### src/rtl/ps2_hex_word_loader_pkg.sv
// ps2_loader_pkg: shared definitions for the PS/2 hex word loader.
//   - PS/2 set-2 scan codes for the prefixes and editing keys
//   - loader FSM state type
//   - word-index names for the TEA load order (v0, v1, k0..k3)
package ps2_loader_pkg;

  localparam logic [7:0] SC_BREAK = 8'hF0;
  localparam logic [7:0] SC_EXT   = 8'hE0;
  localparam logic [7:0] SC_ENTER = 8'h5A;
  localparam logic [7:0] SC_BKSP  = 8'h66;
  localparam logic [7:0] SC_ESC   = 8'h76;

  typedef enum logic {
    COLLECT = 1'b0,
    PRESENT = 1'b1
  } state_t;

  localparam logic [2:0] IDX_V0 = 3'd0;
  localparam logic [2:0] IDX_V1 = 3'd1;
  localparam logic [2:0] IDX_K0 = 3'd2;
  localparam logic [2:0] IDX_K1 = 3'd3;
  localparam logic [2:0] IDX_K2 = 3'd4;
  localparam logic [2:0] IDX_K3 = 3'd5;

endpackage

### src/rtl/ps2_hex_word_loader_if.sv
// ps2_hex_word_loader_if: valid/ready word channel from the loader to the
// crypt control.
//   word_out   : assembled W-bit word
//   word_index : which word of the load sequence (0=v0, 1=v1, 2..5=k0..k3)
//   word_valid : word_out/word_index valid
//   word_ready : consumer accepts the word
// Modports: master (loader side), slave (consumer side).
interface ps2_hex_word_loader_if #(
  parameter int W = 32
);
  logic [W-1:0] word_out;
  logic [2:0]   word_index;
  logic         word_valid;
  logic         word_ready;

  modport master (
    output word_out,
    output word_index,
    output word_valid,
    input  word_ready
  );

  modport slave (
    input  word_out,
    input  word_index,
    input  word_valid,
    output word_ready
  );
endinterface

### src/rtl/ps2_hex_word_loader_decode.sv
// ps2_hex_decode: purely combinational map from a PS/2 set-2 make code to a
// hex nibble.
//   scan_code in  8  byte from the keyboard receiver
//   is_hex    out 1  scan_code is one of the 16 hex-digit make codes
//   nibble    out 4  digit value (0 when is_hex is low)
module ps2_hex_decode (
  input  logic [7:0] scan_code,
  output logic       is_hex,
  output logic [3:0] nibble
);

  always_comb begin
    is_hex = 1'b1;
    nibble = 4'h0;
    case (scan_code)
      8'h45:   nibble = 4'h0;
      8'h16:   nibble = 4'h1;
      8'h1E:   nibble = 4'h2;
      8'h26:   nibble = 4'h3;
      8'h25:   nibble = 4'h4;
      8'h2E:   nibble = 4'h5;
      8'h36:   nibble = 4'h6;
      8'h3D:   nibble = 4'h7;
      8'h3E:   nibble = 4'h8;
      8'h46:   nibble = 4'h9;
      8'h1C:   nibble = 4'hA;
      8'h32:   nibble = 4'hB;
      8'h21:   nibble = 4'hC;
      8'h23:   nibble = 4'hD;
      8'h24:   nibble = 4'hE;
      8'h2B:   nibble = 4'hF;
      default: is_hex = 1'b0;
    endcase
  end

endmodule

### src/rtl/ps2_hex_word_loader.sv
// ps2_hex_word_loader: turns PS/2 hex-digit keystrokes into full-width words
// and hands them, in order (v0, v1, k0..k3), to the TEA crypt control over a
// valid/ready channel.
//
// Ports:
//   clk         in   1  system clock
//   resetn      in   1  asynchronous, active-low reset
//   scan_code   in   8  PS/2 byte from keyboard receiver
//   scan_valid  in   1  one-cycle strobe, scan_code valid
//   word_bus    master  word_out / word_index / word_valid / word_ready
//   all_loaded  out  1  one-cycle pulse after the last word is accepted
//   preview     out  W  live digit accumulator (for HEX display)
//   digit_count out  4  digits currently entered, 0..DIGITS
//   overflow    out  1  sticky: a digit arrived with the accumulator full
//
// Build option: define HEX_LOADER_AUTOCOMMIT_EN to commit a word as soon as
// its last digit is typed (overflow then never sets). Without it only Enter
// commits.
module ps2_hex_word_loader
  import ps2_loader_pkg::*;
#(
  parameter  int NUM_WORDS = 6,
  parameter  int DIGITS    = 8,
  localparam int W         = 4 * DIGITS
) (
  input  logic                         clk,
  input  logic                         resetn,
  input  logic [7:0]                   scan_code,
  input  logic                         scan_valid,
  ps2_hex_word_loader_if.master        word_bus,
  output logic                         all_loaded,
  output logic [W-1:0]                 preview,
  output logic [3:0]                   digit_count,
  output logic                         overflow
);

  localparam logic [3:0] DIGITS_C = 4'(DIGITS);
  localparam logic [2:0] LAST_IDX = 3'(NUM_WORDS - 1);

  state_t       state_reg, state_next;
  logic [W-1:0] acc_reg, acc_next;
  logic [W-1:0] word_reg, word_next;
  logic [3:0]   cnt_reg, cnt_next;
  logic [2:0]   idx_reg, idx_next;
  logic         ovf_reg, ovf_next;
  logic         brk_reg, brk_next;
  logic         ext_reg, ext_next;
  logic         loaded_reg, loaded_next;

  logic         is_hex;
  logic [3:0]   nibble;
  logic         take;
  logic         is_prefix;
  logic         live;
  logic         enter_commit;
  logic         auto_commit;
  logic         do_commit;
  logic         transfer;

  ps2_hex_decode u_decode (
    .scan_code (scan_code),
    .is_hex    (is_hex),
    .nibble    (nibble)
  );

  // Event decode. Bytes are only looked at while collecting; in PRESENT
  // everything (prefixes included) is dropped and the prefix flags hold.
  always_comb begin
    take         = scan_valid && (state_reg == COLLECT);
    is_prefix    = (scan_code == SC_BREAK) || (scan_code == SC_EXT);
    // A byte following a break/extended prefix is swallowed, not acted on.
    live         = take && !is_prefix && !brk_reg && !ext_reg;
    enter_commit = live && (scan_code == SC_ENTER);
`ifdef HEX_LOADER_AUTOCOMMIT_EN
    auto_commit  = live && is_hex && (cnt_reg == DIGITS_C - 4'd1);
`else
    auto_commit  = 1'b0;
`endif
    do_commit    = enter_commit || auto_commit;
    transfer     = (state_reg == PRESENT) && word_bus.word_ready;
  end

  // FSM: state register
  always_ff @(posedge clk or negedge resetn) begin
    if (!resetn) begin
      state_reg <= COLLECT;
    end else begin
      state_reg <= state_next;
    end
  end

  // FSM: next-state logic
  always_comb begin
    state_next = state_reg;
    case (state_reg)
      COLLECT: if (do_commit) state_next = PRESENT;
      PRESENT: if (transfer)  state_next = COLLECT;
      default: state_next = COLLECT;
    endcase
  end

  // FSM: outputs
  always_comb begin
    word_bus.word_valid = (state_reg == PRESENT);
    word_bus.word_out   = word_reg;
    word_bus.word_index = idx_reg;
    all_loaded          = loaded_reg;
    preview             = acc_reg;
    digit_count         = cnt_reg;
    overflow            = ovf_reg;
  end

  // Datapath next-state
  always_comb begin
    acc_next    = acc_reg;
    word_next   = word_reg;
    cnt_next    = cnt_reg;
    idx_next    = idx_reg;
    ovf_next    = ovf_reg;
    brk_next    = brk_reg;
    ext_next    = ext_reg;
    loaded_next = 1'b0;

    if (take) begin
      if (scan_code == SC_BREAK) begin
        brk_next = 1'b1;
      end else if (scan_code == SC_EXT) begin
        ext_next = 1'b1;
      end else if (brk_reg || ext_reg) begin
        // Swallow the released/extended key and reset the prefix tracker.
        brk_next = 1'b0;
        ext_next = 1'b0;
      end else if (is_hex) begin
        if (cnt_reg < DIGITS_C) begin
          acc_next = {acc_reg[W-5:0], nibble};
          cnt_next = cnt_reg + 4'd1;
`ifdef HEX_LOADER_AUTOCOMMIT_EN
          if (auto_commit) begin
            word_next = {acc_reg[W-5:0], nibble};
            acc_next  = '0;
            cnt_next  = 4'd0;
            ovf_next  = 1'b0;
          end
`else
`endif
        end else begin
`ifdef HEX_LOADER_AUTOCOMMIT_EN
          // Unreachable: the word commits before the accumulator fills.
          ovf_next = ovf_reg;
`else
          ovf_next = 1'b1;
`endif
        end
      end else begin
        case (scan_code)
          SC_BKSP: begin
            if (cnt_reg != 4'd0) begin
              acc_next = acc_reg >> 4;
              cnt_next = cnt_reg - 4'd1;
            end
          end
          SC_ESC: begin
            acc_next = '0;
            cnt_next = 4'd0;
            ovf_next = 1'b0;
          end
          SC_ENTER: begin
            word_next = acc_reg;
            acc_next  = '0;
            cnt_next  = 4'd0;
            ovf_next  = 1'b0;
          end
          default: ;
        endcase
      end
    end

    if (transfer) begin
      if (idx_reg == LAST_IDX) begin
        idx_next    = IDX_V0;
        loaded_next = 1'b1;
      end else begin
        idx_next = idx_reg + 3'd1;
      end
    end
  end

  // Datapath registers
  always_ff @(posedge clk or negedge resetn) begin
    if (!resetn) begin
      acc_reg    <= '0;
      word_reg   <= '0;
      cnt_reg    <= 4'd0;
      idx_reg    <= IDX_V0;
      ovf_reg    <= 1'b0;
      brk_reg    <= 1'b0;
      ext_reg    <= 1'b0;
      loaded_reg <= 1'b0;
    end else begin
      acc_reg    <= acc_next;
      word_reg   <= word_next;
      cnt_reg    <= cnt_next;
      idx_reg    <= idx_next;
      ovf_reg    <= ovf_next;
      brk_reg    <= brk_next;
      ext_reg    <= ext_next;
      loaded_reg <= loaded_next;
    end
  end

endmodule
### src/flat_wrapper.sv
// flat-port wrapper written by rule: the top's interface ports become plain ports
module ps2_hex_word_loader_flat import ps2_loader_pkg::*;
#(
  parameter  int NUM_WORDS = 6,
  parameter  int DIGITS    = 8,
  localparam int W         = 4 * DIGITS
)
  (clk, resetn, scan_code, scan_valid, all_loaded, preview, digit_count, overflow, word_bus_word_out, word_bus_word_index, word_bus_word_valid, word_bus_word_ready);
  ps2_hex_word_loader_if word_bus_i ();
  input  logic clk;
  input  logic resetn;
  input  logic [7:0] scan_code;
  input  logic scan_valid;
  output logic all_loaded;
  output logic [W-1:0] preview;
  output logic [3:0] digit_count;
  output logic overflow;
  output wire logic [$bits(word_bus_i.word_out)-1:0] word_bus_word_out;
  output wire logic [$bits(word_bus_i.word_index)-1:0] word_bus_word_index;
  output wire logic [$bits(word_bus_i.word_valid)-1:0] word_bus_word_valid;
  input wire logic [$bits(word_bus_i.word_ready)-1:0] word_bus_word_ready;
  assign word_bus_word_out = word_bus_i.word_out;
  assign word_bus_word_index = word_bus_i.word_index;
  assign word_bus_word_valid = word_bus_i.word_valid;
  assign word_bus_i.word_ready = word_bus_word_ready;
  ps2_hex_word_loader #(.NUM_WORDS(NUM_WORDS), .DIGITS(DIGITS)) u_core (.clk(clk), .resetn(resetn), .scan_code(scan_code), .scan_valid(scan_valid), .word_bus(word_bus_i), .all_loaded(all_loaded), .preview(preview), .digit_count(digit_count), .overflow(overflow));
endmodule
### config.mk
export PLATFORM = sky130hd
export DESIGN_NAME = ps2_hex_word_loader_flat
export DESIGN_NICKNAME = d
export VERILOG_FILES = /design/src/rtl/ps2_hex_word_loader_pkg.sv /design/src/rtl/ps2_hex_word_loader_if.sv /design/src/rtl/ps2_hex_word_loader_decode.sv /design/src/rtl/ps2_hex_word_loader.sv /design/src/flat_wrapper.sv
export SDC_FILE = /design/constraint.sdc
export NUM_CORES = 1
export LEC_CHECK = 0
export ABC_AREA = 0
export CAP_MARGIN = 0
export CORE_MARGIN = 2
export CORE_UTILIZATION = 45
export CTS_BUF_LIST = sky130_fd_sc_hd__clkbuf_4
export DETAILED_ROUTE_END_ITERATION = 10
export GPL_TIMING_DRIVEN = 0
export PLACE_DENSITY = 0.73
export SKIP_CTS_REPAIR_TIMING = 1
export SLEW_MARGIN = 20
export SYNTH_ARGS = -nofsm -noshare
export SYNTH_HDL_FRONTEND = slang
export SYNTH_SLANG_ARGS = --single-unit
### constraint.sdc
create_clock -name clk -period 2.65 [get_ports clk]
set_input_delay 0.53 -clock clk [delete_from_list [all_inputs] [get_ports clk]]
set_output_delay 0.53 -clock clk [all_outputs]
set_load 0.05 [all_outputs]
# After elaboration in Yosys (flattened, before gate mapping)
# Cells that the tools add are included.
[word_totals]
input_bits = 12
reg_bits = 76
[op_classes]
n_mux = 23
eq_ne = 26
reduce_logical = 23
addsub = 3
bitwise_logic = 5
order_cmp = 1
[op_table]
columns = ["cell", "n"]
rows = [
  ["$mux W32", 3],
  ["$eq A8 B6 Y1 const B", 11],
  ["$pmux W32 S2", 1],
  ["$pmux W4 S15", 1],
  ["$eq A8 B7 Y1 const B", 5],
  ["$eq A8 B5 Y1 const B", 3],
  ["$eq A8 B8 Y1 const B", 2],
  ["$reduce_or A16 Y1", 1],
  ["$mux W1", 12],
  ["$mux W4", 3],
  ["$reduce_and A6 Y1", 2],
  ["$pmux W4 S2", 1],
  ["$reduce_and A7 Y1", 1],
  ["$logic_and A1 B1 Y1", 6],
  ["$reduce_and A3 Y1", 2],
  ["$reduce_bool A2 Y1", 3],
  ["$not A1 Y1", 5],
  ["$add A4 B1 Y4 const B", 1],
  ["$lt A4 B4 Y1 const B", 1],
  ["$ne A2 B2 Y1 const B", 2],
  ["$reduce_bool A4 Y1", 1],
  ["$sub A4 B1 Y4 const B", 1],
  ["$add A3 B1 Y3 const B", 1],
  ["$eq A3 B3 Y1 const B", 1],
  ["other kinds (8)", 11],
]

# Longest topological paths before layout
[logic_depth]
word_depth = 9
depth_mapped = 10
ltp_nobuf = 7

# Hierarchy
# Synthesis repeated with hierarchy kept, for this count alone.
[unflattened]
cells_unflattened = 318
area_unflattened_um2 = 3961.3
[modules_own_cells]
columns = ["module", "seq_area_each_um2", "cells_per_inst", "area_each_um2", "n_inst"]
rows = [
  ["ps2_hex_word_loader", 1901.8, 251, 3504.6, 1],
  ["ps2_hex_decode", 0.0, 67, 456.7, 1],
]

# Worst setup path before layout
# OpenSTA, ideal clock, no wires.
[synth_path]
path_kind = "input to register"
start = "in scan_code[1]"
end = "reg u_core.word_reg[10], in the netlist u_core.word_bus.word_out[10]"
path_buffers = 3
setup_slack_ns = 0.367
arrival_time_ns = 2.158
path_stages = 8
t_required_ns = 2.525
path_cell_list = "buf_2 buf_4 nor2_1 a41oi_2 nand2_1 nor3_2 buf_4 mux2_2"
[synth_between]
elab_chain_len = 5
word_cells_on_any_way = 25
cone_classes = "eq/ne (19); mux (1); bitwise (3); reduce/logical (2)"
[synth_lines]
columns = ["item", "line_no", "text"]
rows = [
  ["start, declared", "flat_wrapper.sv:12", "input logic [7:0] scan_code;"],
  ["$eq A8 B6 Y1, or another cell as far along", "ps2_hex_word_loader_decode.sv:15", "case (scan_code)"],
  ["$reduce_or A16 Y1 (no line)", "--", ""],
  ["$mux W1", "ps2_hex_word_loader_decode.sv:15", ""],
  ["$not A1 Y1 (no line)", "--", ""],
  ["$reduce_and A6 Y1 (no line) *", "--", ""],
  ["end signal, assigned", "ps2_hex_word_loader.sv:201", "word_reg <= word_next;"],
  ["end, declared", "ps2_hex_word_loader.sv:42", "logic [W-1:0] word_reg, word_next;"],
]
# Mark *: on every way between the ends. The rest lies on a longest branch, timed or not.
# A chain may end at the register's enable or synchronous reset.

# Final worst setup path
[layout_path]
start = "in scan_code[5]"
end = "reg u_core.acc_reg[6], in the netlist u_core.preview[6]"
[layout_between]
elab_chain_len = 5
word_cells_on_any_way = 32
cone_classes = "eq/ne (23); mux (3); bitwise (2); reduce/logical (4)"
[layout_lines]
columns = ["item", "line_no", "text"]
rows = [
  ["$eq A8 B6 Y1, or another cell as far along", "ps2_hex_word_loader_decode.sv:15", ""],
  ["$reduce_or A16 Y1 (no line)", "--", ""],
  ["$mux W1", "ps2_hex_word_loader_decode.sv:15", ""],
  ["$ne A3 B1 Y1 (no line), or another cell as far along", "--", ""],
  ["$reduce_and A7 Y1 (no line)", "--", ""],
  ["end signal, assigned", "ps2_hex_word_loader.sv:200", "acc_reg <= acc_next;"],
  ["end, declared", "ps2_hex_word_loader.sv:41", "logic [W-1:0] acc_reg, acc_next;"],
]
# Parallel ways exist; a longest one is shown, timed or not.

==> impl_metrics.py <==
metrics = {
    "worst_setup_path": {
        "cp_num_buf_inv": 5,
        "reg2reg_slack_ps": 530,
        "cp-end-kind": "register",
        "critPathTopFamily": "compound AO/OA/AOI/OAI gates",
        "crit_top_cell": "buf_4",
        "cp_cell_sequence": "clkdlybuf4s50_1 > buf_6 > nor4bb_1 > o211ai_1 > o311ai_2 > o31ai_1 > a21oi_2 > buf_4 > buf_4 > clkbuf_2 > a31oi_1",
        "reg2reg_to": "u_core.word_bus.word_out[27]$_DFFE_PN0P_",
        "critical_path_class": "in -> reg",
        "crit_path_start_kind": "primary input",
        "cp_max_fo": 10,
        "crit_cells": 11,
        "cpMaxStageDelayCell": "clkdlybuf4s50_1",
        "worstSetupStartpoint": "scan_code[5]",
        "ff2ff_path_depth": 8,
        "critical_path_required_ps": 2990,
        "cp-endpoint": "u_core.preview[6]$_DFFE_PN0P_",
        "crit_arrival_ps": 2870,
        "rr_startpoint": "u_core.word_bus.word_valid$_DFF_PN0_",
        "critical_path.max_stage_delay_ps": 430,
    },
    "timing": {
        "worst_pin_slew_ps": 514,
        "slew_headroom_pct": 65.6,
        "max_freq_ghz": 0.395,
        "slew_viol_final": 0,
        "hold_ws_ps": 495,
        "setup_slack_ps": 118,
        "min_period_ps": 2530,
        "fin_skew_ps": 25.6,
        "hold_violations": 0,
        "post-route-period-util_pct": 95.6,
        "setup_viol": 0,
    },
    "global_routing": {
        "track_usage_pct": 21.4,
        "overflow": 0,
        "grt_pass1_wl_um": 15300,
        "grt_max_degree": 60,
        "grt_pass1_vias": 3163,
        "antenna_found_initial": 0,
    },
    "clock_tree": {
        "clk_latency_ps": 440,
        "cts_root_buffer": "clkbuf_4",
        "clkSinkCount": 76,
        "numCtsBuffers": 9,
        "htreeDepth": 3,
        "cts_buffer_depth": 2,
        "clkTransAtPathRegs_ps": 130,
        "cts_tree": "yes",
    },
    "route": {
        "wl_met1_um": 4240,
        "vias": 3295,
        "ant_nets": 0,
        "drt-vias-per-instance": 5.58,
        "wl_met3_um": 482,
        "wl_per_cell_um": 15.9,
        "drt-total-wl_um": 9410,
        "post-route-drc-count": 0,
        "drtIter0Drc": 157,
        "highest_layer": "met4",
        "drtPass1Iterations": 4,
        "dr_wl_met2_um": 4540,
    },
    "outcome": {
        "status": "finished, final reports clean",
    },
    "cells_and_area": {
        "fin_nets": 496,
        "finalInstanceArea_um2": 5050,
        "fill_cells": 713,
        "antenna_cells": 0,
        "area_delta_synth_final_pct": 33.6,
        "drive_above_1_share_pct": 18.1,
    },
    "power_and_ir_drop": {
        "clockPowerShare_pct": 25.1,
        "max-vdd-ir-drop_mv": 0.407,
        "p_per_area_nw_per_um2": 644,
        "seqPwrFrac_pct": 44.1,
        "p_sw_share_pct": 38.3,
        "p_switching_w": 0.00125,
        "comb_power_share_pct": 30.8,
        "leakagePower_nw": 2.25,
        "p_total_w": 0.00325,
        "p_int_w": 0.00201,
    },
    "die": {
        "start_util_pct": 46.2,
        "die_area_um2": 9150,
        "core_area_um2": 8180,
        "fp.dieW_um": 95.7,
        "die_h_um": 95.7,
        "placementRows": 33,
        "pin_count": 86,
    },
    "logic_synthesis": {
        "synth-main-ff-cell": "dfrtp_1",
        "syn_area_um2": 3780,
        "netlist_top_cells_area": "dfrtp_1 (50%), mux2_2 (8.6%), a31oi_1 (4.6%)",
        "ys_ff_latch": 76,
        "yosysTopAreaCellShare_pct": 50.3,
        "synthCells": 378,
        "syn_area_per_cell_um2": 10.0,
        "synth-async-reset-ratio_pct": 100,
        "synth_top_cell_by_area": "dfrtp_1",
        "netlist-cell-type-count": 53,
        "synth_commonest_cells": "dfrtp_1 (76), nor2_1 (41), nand2_1 (40)",
        "syn-num-nets": 393,
        "yosysMostFrequentCell": "dfrtp_1",
        "ys_seq_area_share_pct": 50.3,
        "yosysWarnings": 0,
        "synth_edf_count": 0,
    },
    "place": {
        "port_buffers": 84,
        "dp_hpwl_um": 6660,
        "dpl_worst_slack_ps": -815,
        "gp_congestion": 0.933,
        "post_dp_cell_area_um2": 4780,
    },
    "job": {
        "maxCapViolCount": 0,
    },
    "worst_hold_path": {
        "hold_class": "in -> async",
    },
}
## layout by cell type (no fill, tap or decap), types with 4 or more instances in the layout
cell type,instances
buf_2,9
nand3_1,35
dfrtp_1,76
clkbuf_1,4
a21oi_1,13
a31oi_1,28
clkdlybuf4s50_1,80
buf_4,13
o21ai_0,9
inv_1,10
nand2_1,40
mux2_1,4
clkbuf_4,12
nor2_1,40
mux2_2,29
nor3_1,4
nor2b_1,5
## metrics by stage
step	util (%)	cells	TNS, ps
after floorplan	-	378	0
after global placement	58.1	567	-151400
after detailed placement	58.4	568	-39800
after CTS	60.5	584	-9930
after global routing	61.8	591	-98.6
final	61.8	591	0
## worst min path at each step
stage	end	slack (ps)	depth (start not counted)	startpoint
global route	u_core.word_bus.word_out[13]$_DFFE_PN0P_	510	2	resetn
global placement	u_core.word_bus.word_out[29]$_DFFE_PN0P_	470	1	u_core.word_bus.word_out[29]$_DFFE_PN0P_
floorplan	u_core.all_loaded$_DFF_PN0_	230	0	resetn
CTS	u_core.word_bus.word_out[13]$_DFFE_PN0P_	-60	1	resetn
finish	u_core.word_bus.word_out[13]$_DFFE_PN0P_	500	2	resetn
detailed placement	u_core.word_bus.word_out[13]$_DFFE_PN0P_	420	1	resetn
## power groups by stage
| stage | sequential [W] | combinational [W] | clock, W |
|---|---|---|---|
| 2_1_floorplan | 0.00182 | 0.000245 | 0 |
| 3_3_place_gp | 0.00145 | 0.000973 | 0 |
| 3_5_place_dp | 0.00146 | 0.000995 | 0 |
| 4_1_cts | 0.00143 | 0.00100 | 0.000828 |
| 5_1_grt | 0.00146 | 0.00107 | 0.000874 |
| 6_report | 0.00144 | 0.00100 | 0.000816 |
## per-layer routing
metal / up-vias / track usage [%]
li1: 1556 / -
met1: 1616 / 30.3
met2: 111 / 33.2
met3: 12 / 4.19
met4: 0 / 7.14
met5: - / 0
## final cells by class
class	instances	area [um^2]	share of cell area [%]
flip-flops and latches	76	1900	37.7
multi-input cells	265	1720	34.0
repair buffers	92	928	18.4
plain buffers	27	170	3.37
well taps	105	131	2.60
clock inverters	7	97.6	1.93
clock buffers	9	67.6	1.34
inverters	10	37.5	0.743
## cells by family after synthesis
logic type	share of synthesized area [%]
buf+inv	5.16
xor+xnor	0.695
compound gates	13.2
mux	10.1
simple gates	19.5
fa+ha+maj	0.993
flops	50.3
(Power assumes the default switching activity.)
